[config.mk]
export PLATFORM = sky130hd
export DESIGN_NAME = game_sequencer
export DESIGN_NICKNAME = d
export VERILOG_FILES = /design/src/rtl/game_sequencer.sv
export SDC_FILE = /design/constraint.sdc
export NUM_CORES = 1
export LEC_CHECK = 0
export CAP_MARGIN = 20
export CORE_ASPECT_RATIO = 0.7
export CORE_UTILIZATION = 40
export DETAILED_ROUTE_END_ITERATION = 10
export GPL_TIMING_DRIVEN = 0
export PLACE_DENSITY = 0.74
export SLEW_MARGIN = 20
export SYNTH_ARGS = -nofsm -noshare
export SYNTH_HDL_FRONTEND = slang
export SYNTH_SLANG_ARGS = --single-unit
[constraint.sdc]
create_clock -name clk -period 3.2 [get_ports clk]
set_input_delay 0.64 -clock clk [delete_from_list [all_inputs] [get_ports clk]]
set_output_delay 0.64 -clock clk [all_outputs]
set_load 0.005 [all_outputs]
[src/rtl/game_sequencer.sv]
// Gameplay controller: sequences attract / play / hit / game-over phases and
// owns lives, score, invulnerability timer and dragon length requests.
module game_sequencer #(
    parameter int START_LIVES   = 3,
    parameter int INVULN_FRAMES = 120,
    parameter int FLASH_BIT     = 3
) (
    input  logic       clk,
    input  logic       rst_n,
    input  logic       frame_end,
    input  logic       start_btn,
    input  logic       player_dragon_collision,
    input  logic       sword_dragon_collision,
    input  logic       sheep_dragon_collision,
    output logic [1:0] game_state,
    output logic [1:0] player_lives,
    output logic [7:0] score,
    output logic       game_reset,
    output logic       logic_enable,
    output logic       player_visible,
    output logic [1:0] length_update
);

    localparam logic [1:0] ST_ATTRACT = 2'b00;
    localparam logic [1:0] ST_PLAY    = 2'b01;
    localparam logic [1:0] ST_HIT     = 2'b10;
    localparam logic [1:0] ST_OVER    = 2'b11;

    localparam logic [1:0] LEN_NONE   = 2'b00;
    localparam logic [1:0] LEN_GROW   = 2'b01;
    localparam logic [1:0] LEN_SHRINK = 2'b10;

    localparam logic [1:0] START_LIVES_L = 2'(START_LIVES);
    localparam logic [7:0] INVULN_L      = 8'(INVULN_FRAMES);

    logic [1:0] state_r;
    logic [1:0] lives_r;
    logic [7:0] score_r;
    logic [7:0] timer_r;
    logic       start_prev_r;
    logic       game_reset_r;
    logic       logic_enable_r;
    logic       visible_r;
    logic [1:0] length_update_r;

    logic [1:0] state_s;
    logic [1:0] lives_s;
    logic [7:0] score_s;
    logic [7:0] timer_s;
    logic       start_prev_s;
    logic       game_reset_s;
    logic       logic_enable_s;
    logic       visible_s;
    logic [1:0] length_update_s;
    logic       start_edge_s;
    logic       dead_s;
    logic [7:0] timer_dec_s;

    assign start_edge_s = start_btn & ~start_prev_r;
    assign timer_dec_s  = timer_r - 8'd1;

    // Next-state and per-frame bookkeeping; everything advances only on frame_end.
    always_comb begin
        state_s         = state_r;
        lives_s         = lives_r;
        score_s         = score_r;
        timer_s         = timer_r;
        start_prev_s    = start_prev_r;
        visible_s       = visible_r;
        game_reset_s    = 1'b0;
        length_update_s = LEN_NONE;
        dead_s          = 1'b0;

        if (frame_end) begin
            start_prev_s = start_btn;
            case (state_r)
                ST_ATTRACT, ST_OVER: begin
                    if (start_edge_s) begin
                        state_s      = ST_PLAY;
                        lives_s      = START_LIVES_L;
                        score_s      = 8'd0;
                        game_reset_s = 1'b1;
                        visible_s    = 1'b1;
                    end else begin
                        visible_s    = 1'b1;
                    end
                end
                ST_PLAY: begin
                    if (player_dragon_collision) begin
                        if (lives_r > 2'd1) begin
                            lives_s = lives_r - 2'd1;
                            timer_s = INVULN_L;
                            state_s = ST_HIT;
                        end else begin
                            lives_s   = 2'd0;
                            state_s   = ST_OVER;
                            visible_s = 1'b1;
                            dead_s    = 1'b1;
                        end
                    end else begin
                        visible_s = 1'b1;
                    end
                end
                ST_HIT: begin
                    timer_s = timer_dec_s;
                    if (timer_dec_s == 8'd0) begin
                        state_s   = ST_PLAY;
                        visible_s = 1'b1;
                    end else begin
                        visible_s = ~timer_dec_s[FLASH_BIT];
                    end
                end
                default: begin
                    state_s = ST_ATTRACT;
                end
            endcase

            // Sword beats sheep for the single length request; a fatal hit suppresses both.
            if (((state_r == ST_PLAY) || (state_r == ST_HIT)) && !dead_s) begin
                if (sword_dragon_collision) begin
                    length_update_s = LEN_SHRINK;
                    if (score_r != 8'hFF) begin
                        score_s = score_r + 8'd1;
                    end else begin
                        score_s = score_r;
                    end
                end else if (sheep_dragon_collision) begin
                    length_update_s = LEN_GROW;
                end else begin
                    length_update_s = LEN_NONE;
                end
            end else begin
                length_update_s = LEN_NONE;
            end
        end else begin
            start_prev_s = start_prev_r;
        end

        logic_enable_s = (state_s == ST_PLAY) || (state_s == ST_HIT);
    end

    // State and output registers with asynchronous active-low reset.
    always_ff @(posedge clk or negedge rst_n) begin
        if (!rst_n) begin
            state_r         <= ST_ATTRACT;
            lives_r         <= START_LIVES_L;
            score_r         <= 8'd0;
            timer_r         <= 8'd0;
            start_prev_r    <= 1'b0;
            game_reset_r    <= 1'b0;
            logic_enable_r  <= 1'b0;
            visible_r       <= 1'b1;
            length_update_r <= LEN_NONE;
        end else begin
            state_r         <= state_s;
            lives_r         <= lives_s;
            score_r         <= score_s;
            timer_r         <= timer_s;
            start_prev_r    <= start_prev_s;
            game_reset_r    <= game_reset_s;
            logic_enable_r  <= logic_enable_s;
            visible_r       <= visible_s;
            length_update_r <= length_update_s;
        end
    end

    assign game_state     = state_r;
    assign player_lives   = lives_r;
    assign score          = score_r;
    assign game_reset     = game_reset_r;
    assign logic_enable   = logic_enable_r;
    assign player_visible = visible_r;
    assign length_update  = length_update_r;

endmodule

* Word-level counts from Yosys, hierarchy flattened
Index checks and enable logic that the tools add are counted.
** Word-level totals
- Bits in registers :: 26
- Bits of input ports :: 7
** Cells by class
- Add/sub/neg operators :: 3
- $lt $le $gt $ge :: 1
- Equality and inequality tests :: 11
- Muxes and demuxes :: 33
- Bitwise operators :: 3
- Reductions and logical operators :: 13
** Operators with widths (count)
- 8-bit two-way mux :: 7
- 2-bit two-way mux :: 10
- 8-bit case mux with 2 select lines :: 1
- 1-bit two-way mux :: 12
- 8-bit by 1-bit adder with 8-bit output, second input constant :: 1
- 8-bit logical NOT :: 1
- 8-bit inequality test, second input constant :: 1
- 4-bit AND reduction :: 2
- 8-bit by 1-bit subtractor with 8-bit output, second input constant :: 1
- 2-bit equality test, second input constant :: 3
- 2-bit inequality test, second input constant :: 3
- 2-bit case mux with 3 select lines :: 1
- 2-bit by 1-bit equality test with 1-bit output, second input constant :: 2
- 2-bit case mux with 2 select lines :: 1
- 2-bit AND reduction :: 2
- 2-bit nonzero test :: 2
- 3-bit by 2-bit inequality test with 1-bit output, second input constant :: 1
- 3-bit inequality test, second input constant :: 1
- 1-bit case mux with 3 select lines :: 1
- 2-bit by 1-bit greater-than comparator with 1-bit output, second input constant :: 1
- 2-bit logical NOT :: 1
- 1-bit logical OR :: 2
- 1-bit inverter :: 2
- 2-bit OR reduction :: 1
- 4 further kinds :: 4

* Longest topological paths before layout
- Depth in word-level cells :: 9
- Gate-level depth with buffers :: 8

* Worst setup path after synthesis
OpenSTA, ideal clock, no wires.
- Path kind :: reg-to-reg
- Start :: register timer_r[0]
- End :: register logic_enable_r, in the netlist logic_enable
- Library setup time :: 87 ps
- Arrival time :: 2172 ps
- Required time :: 3113 ps
- Setup slack :: 941 ps
- Cell stages (with the launch flop) :: 9
- Path buffers :: 1
- Period minus slack after synthesis :: 2259 ps
- Path through :: dfrtp_1 > inv_1 > ha_1 > or3b_1 > buf_6 > xnor2_1 > or4b_4 > o31a_1 > o211ai_1
** On the way
- Longest elaborated chain between the ends :: 7
- Elaborated cells on any way between the ends :: 8
** RTL lines
- from (decl) :: line 39 : logic [7:0] timer_r;
- from (signal assigned) :: line 158 : timer_r <= timer_s;
- 8-bit by 1-bit subtractor with 8-bit output (*) :: line 60 : assign timer_dec_s = timer_r - 8'd1;
- 8-bit logical NOT (*) :: line 106 : if (timer_dec_s == 8'd0) begin
- 2-bit two-way mux (*) :: line 106
- 2-bit case mux with 3 select lines (*) :: line 76 : case (state_r)
- 2-bit two-way mux (*) :: line 74 : if (frame_end) begin
- 2-bit by 1-bit equality test with 1-bit output or 2-bit equality test (tied branches) :: line 139 : logic_enable_s = (state_s == ST_PLAY) || (state_s == ST_HIT);
- 1-bit logical OR (*) :: line 139
- named net logic_enable_s :: line 52 : logic logic_enable_s;
- to (signal assigned) :: line 161 : logic_enable_r <= logic_enable_s;
- to (decl) :: line 42 : logic logic_enable_r;
The timed path passes the listed nets; every way through them passes the cells marked *.
A chain may end at the register's enable or synchronous reset.

* Final worst setup path
Ends and elaborated chain as after synthesis.

==> results.txt <==
- The worst path needs 2.48 ns of the cycle, external delays included.
- In the final routed layout, each cell accounts on average for 13.0 um.
- The worst setup path is captured at a flip-flop.
- Beginning of the critical path: timer_r[0]$_DFFE_PN0P_
- Number of instances resized during post-cts repair: 0
- Number of filler cells placed in the layout: 322
- The floorplan step defined a core boundary enclosing 3580 um^2.
- Num CTS Buffers: 3
- From synthesis to final layout, the design area changed by 21.8%.
- The die covers 4060 um^2.
- Post-detailed-route DRC marker count: 0
- Slowest-stage cell, CP: or4b_4
* Final setup vio count: 0
- Yosys mapped a number of flops with a built-in enable equal to 0.
- LEAKAGE: 0.757 nW
* Detailed-route vias per instance: 5.23
- Post-DRT Antenna Nets: 0
* Crit path cell chain: inv_1, ha_1, or3b_1, buf_6, xnor2_1, or4b_4, o32ai_1, o211ai_1
- Area share of the largest cell type after synthesis: 37.8%
- Arrival time worst endpoint: 2.62 ns
* Net total in the final layout: 206
* Setup Fix Bufs, Post-CTS: 0
* Max-cap check violation count: 0
- Crit start category: flip-flop
- At the later pin of the worst-skew pair, clock insertion delay measures 0.27 ns.
* Antenna Cells: 0
- For this run, the detailed router's first-pass iteration total came to 4.
* Sum of buffers and inverters on the critical path: 2
- Total routing usage reported by global routing: 18.2%
- Number of clock sinks: 26
- CTS placed an instance of clkbuf_8 at the clock tree root.
- Starting density of the core: 42.6%
* Max Transition Viols Final: 0
- Yosys synthesis warning count: 0
- The final route contains 1271 vias.
* Post-synthesis area per instance: 9.18 um^2
* Max_slew headroom: 62.3%
- Buffers inserted to repair hold after CTS numbered 0.
- Summing every instance area after synthesis gives 1520 um^2.
- Share of async-settable or async-resettable flops after synthesis: 100%
* Primary flip-flop cell chosen by synthesis mapping: dfrtp_1
* Initial antenna violation count: 0
- TritonCTS clock tree: done
- In this design, the largest share of critical-path delay is due to simple AND/OR/NAND/NOR gates.
- Cell count after synthesis: 166
* Cell row count: 18
- Routed Wire Length: 3170 um
- In this run the critical register-to-register path is launched from timer_r[0]$_DFFE_PN0P_.
* Slowest cell delay on critical path: 0.50 ns
* Weighted congestion at the end of routability-driven global placement: 0.828
* Most area-hungry cell type in the Yosys netlist: dfrtp_1
* Sequential fraction of the synthesis area: 42.9%
* Pin count of the biggest net entering global routing: 27
- Highest clock rate: 404 MHz
- Total area of sequential cells: 654 um^2
* Peak supply drop: 0.316 mV
* Register bit total from synthesis: 26
* Number of global-route vias before repair: 1144
- After layout, the worst path uses 77.4% of the clock period.
- Net count of the mapped netlist: 178
- The count of buffers added on input and output ports is 23.
- Multi-input combinational cell area: 813 um^2
- Run status: finished clean
- Unrepaired setup endpoints after global routing: false
* End-of-flow core utilization: 51.9%
* Number of endpoints with negative hold slack in the final report: 0
- I/O pin cnt: 24
* Worst Tran Pin Value: 0.565 ns
- Along the worst path, the maximum fanout reaches 6.
* Global-route wire length before repair: 5500 um
- Required time of the critical path: 3.34 ns
* Layout cell share with drive strength beyond 1: 9.84%
* Distinct cells, synth: 48
* Sum of negative setup slack: 0 ns
- The worst setup path is of the reg -> reg kind.
- Power Density: 782 nW/um^2
- Across the routed clock network, the largest skew measured is 0.00361 ns.
- H-tree lvl count: 1
- Die outline height: 53.6 um
- Die Wd: 75.8 um
- DP HPWL: 2350 um
- The clock passes through at most 2 buffers.
* 1st-iter DRT viols: 118
* Worst min-delay path class: in -> async
- By area the synthesized netlist is led by dfrtp_1 38%, o21ai_0 5.3%, dfstp_2 5.2%.
* Clock-pin slew reported for the worst setup and hold paths after clock tree synthesis: 0.09 ns
- The total overflow left after global routing is 0.
[state kept, by name, indices dropped and copies added (netlist names)]
signal / count
timer_r: 8
player_visible: 1
score: 8
start_prev_r: 1
length_update: 2
logic_enable: 1
player_lives: 2
game_reset: 1
game_state: 2
[worst paths after layout]
check                                               to  slack [ns]  depth (start not counted)
max                             logic_enable$_DFF_PN0_        0.72                          8
min                             timer_r[1]$_DFFE_PN0P_        0.35                          1
max reg2reg                     logic_enable$_DFF_PN0_        0.72                          8
min reg2reg                   start_prev_r$_DFFE_PN0P_        0.52                          1
max in group asynchronous  player_lives[0]$_DFFE_PN1P_        2.46                          1
min in group clk              start_prev_r$_DFFE_PN0P_        0.52                          1
[metrics by stage]
step / total power [mW] / setup slack, ns / hold WS (ns) / instances / instance area (um^2)
final: 1.45 / 0.723 / 0.351 / 243 / 1860
after global routing: 1.58 / 0.576 / 0.406 / 243 / 1860
after CTS: 1.45 / 0.731 / 0.386 / 243 / 1860
after detailed placement: 1.26 / 0.503 / 0.497 / 239 / 1810
after global placement: 1.25 / 0.552 / 0.490 / 239 / 1820
after floorplan: 1.02 / 0.941 / 0.344 / 166 / 1520
[per-layer routing]
| metal | routed length (um) | vias up | global-route usage (%) |
|---|---|---|---|
| li1 | - | 657 | - |
| met1 | 1780 | 588 | 29.5 |
| met2 | 1280 | 24 | 24.5 |
| met3 | 93 | 2 | 3.37 |
| met4 | 14 | 0 | 3.40 |
| met5 | 0 | - | 0 |
[cells in the mapped netlist (all sizes together), types with 2 or more instances]
cell / count
nor3: 8
dfrtp: 23
mux2: 2
or2: 3
o2111ai: 2
a211o: 3
o21ai: 18
clkbuf: 3
nor2: 17
a2bb2oi: 2
or3: 3
nand2b: 5
xnor2: 6
o211a: 2
ha: 5
o31ai: 2
inv: 9
nor2b: 2
a211oi: 2
nor4: 2
dfstp: 3
nand2: 16
nand3: 6
o211ai: 3
[cell families (layout without fill, tap and decap cells)]
logic type                 count (synthesis)  after routing  share of synthesized area [%]
AOI/OAI and AO/OA                         45             45                           21.0
muxes                                      3              3                           2.13
xor gates and xnor gates                   6              6                           3.45
adders and majority gates                  5              5                           4.11
DFF                                       26             26                           42.9
buffers and inverters                     13             40                           3.69
and+or+nand+nor                           68             68                           22.7
[report_power, final]
| group | internal (mW) | switching (mW) | total, mW | leakage (nW) |
|---|---|---|---|---|
| combinational | 0.361 | 0.360 | 0.721 | 0.408 |
| sequential | 0.435 | 0.106 | 0.541 | 0.326 |
| clock | 0.0891 | 0.100 | 0.189 | 0.0228 |
[area by class of cell]
class                           instances  area share (%)
Timing Repair Buffer                   23            12.1
Buffer                                  4            1.21
Tap cell                               50            3.37
Inverter                                9            1.82
Multi-Input combinational cell        127            43.8
Clock buffer                            4            2.43
Sequential cell                        26            35.2
[layout by cell type (no fill, tap or decap), types with 2 or more instances in the layout]
cell              n
o211a_1           2
o31ai_1           2
clkbuf_1          4
nor2_1           17
o21ai_0          16
a211o_1           2
clkbuf_8          3
dfrtp_1          23
mux2_2            2
nand2b_1          5
o211ai_1          3
dfstp_2           3
nand3_1           6
clkdlybuf4s50_1  22
a211oi_1          2
or2_2             3
a2bb2oi_1         2
nor4_1            2
xnor2_1           6
o21ai_1           2
inv_1             9
nand2_1          16
nor3_1            8
ha_1              5
nor2b_1           2
Power figures use the tool's default switching activity.
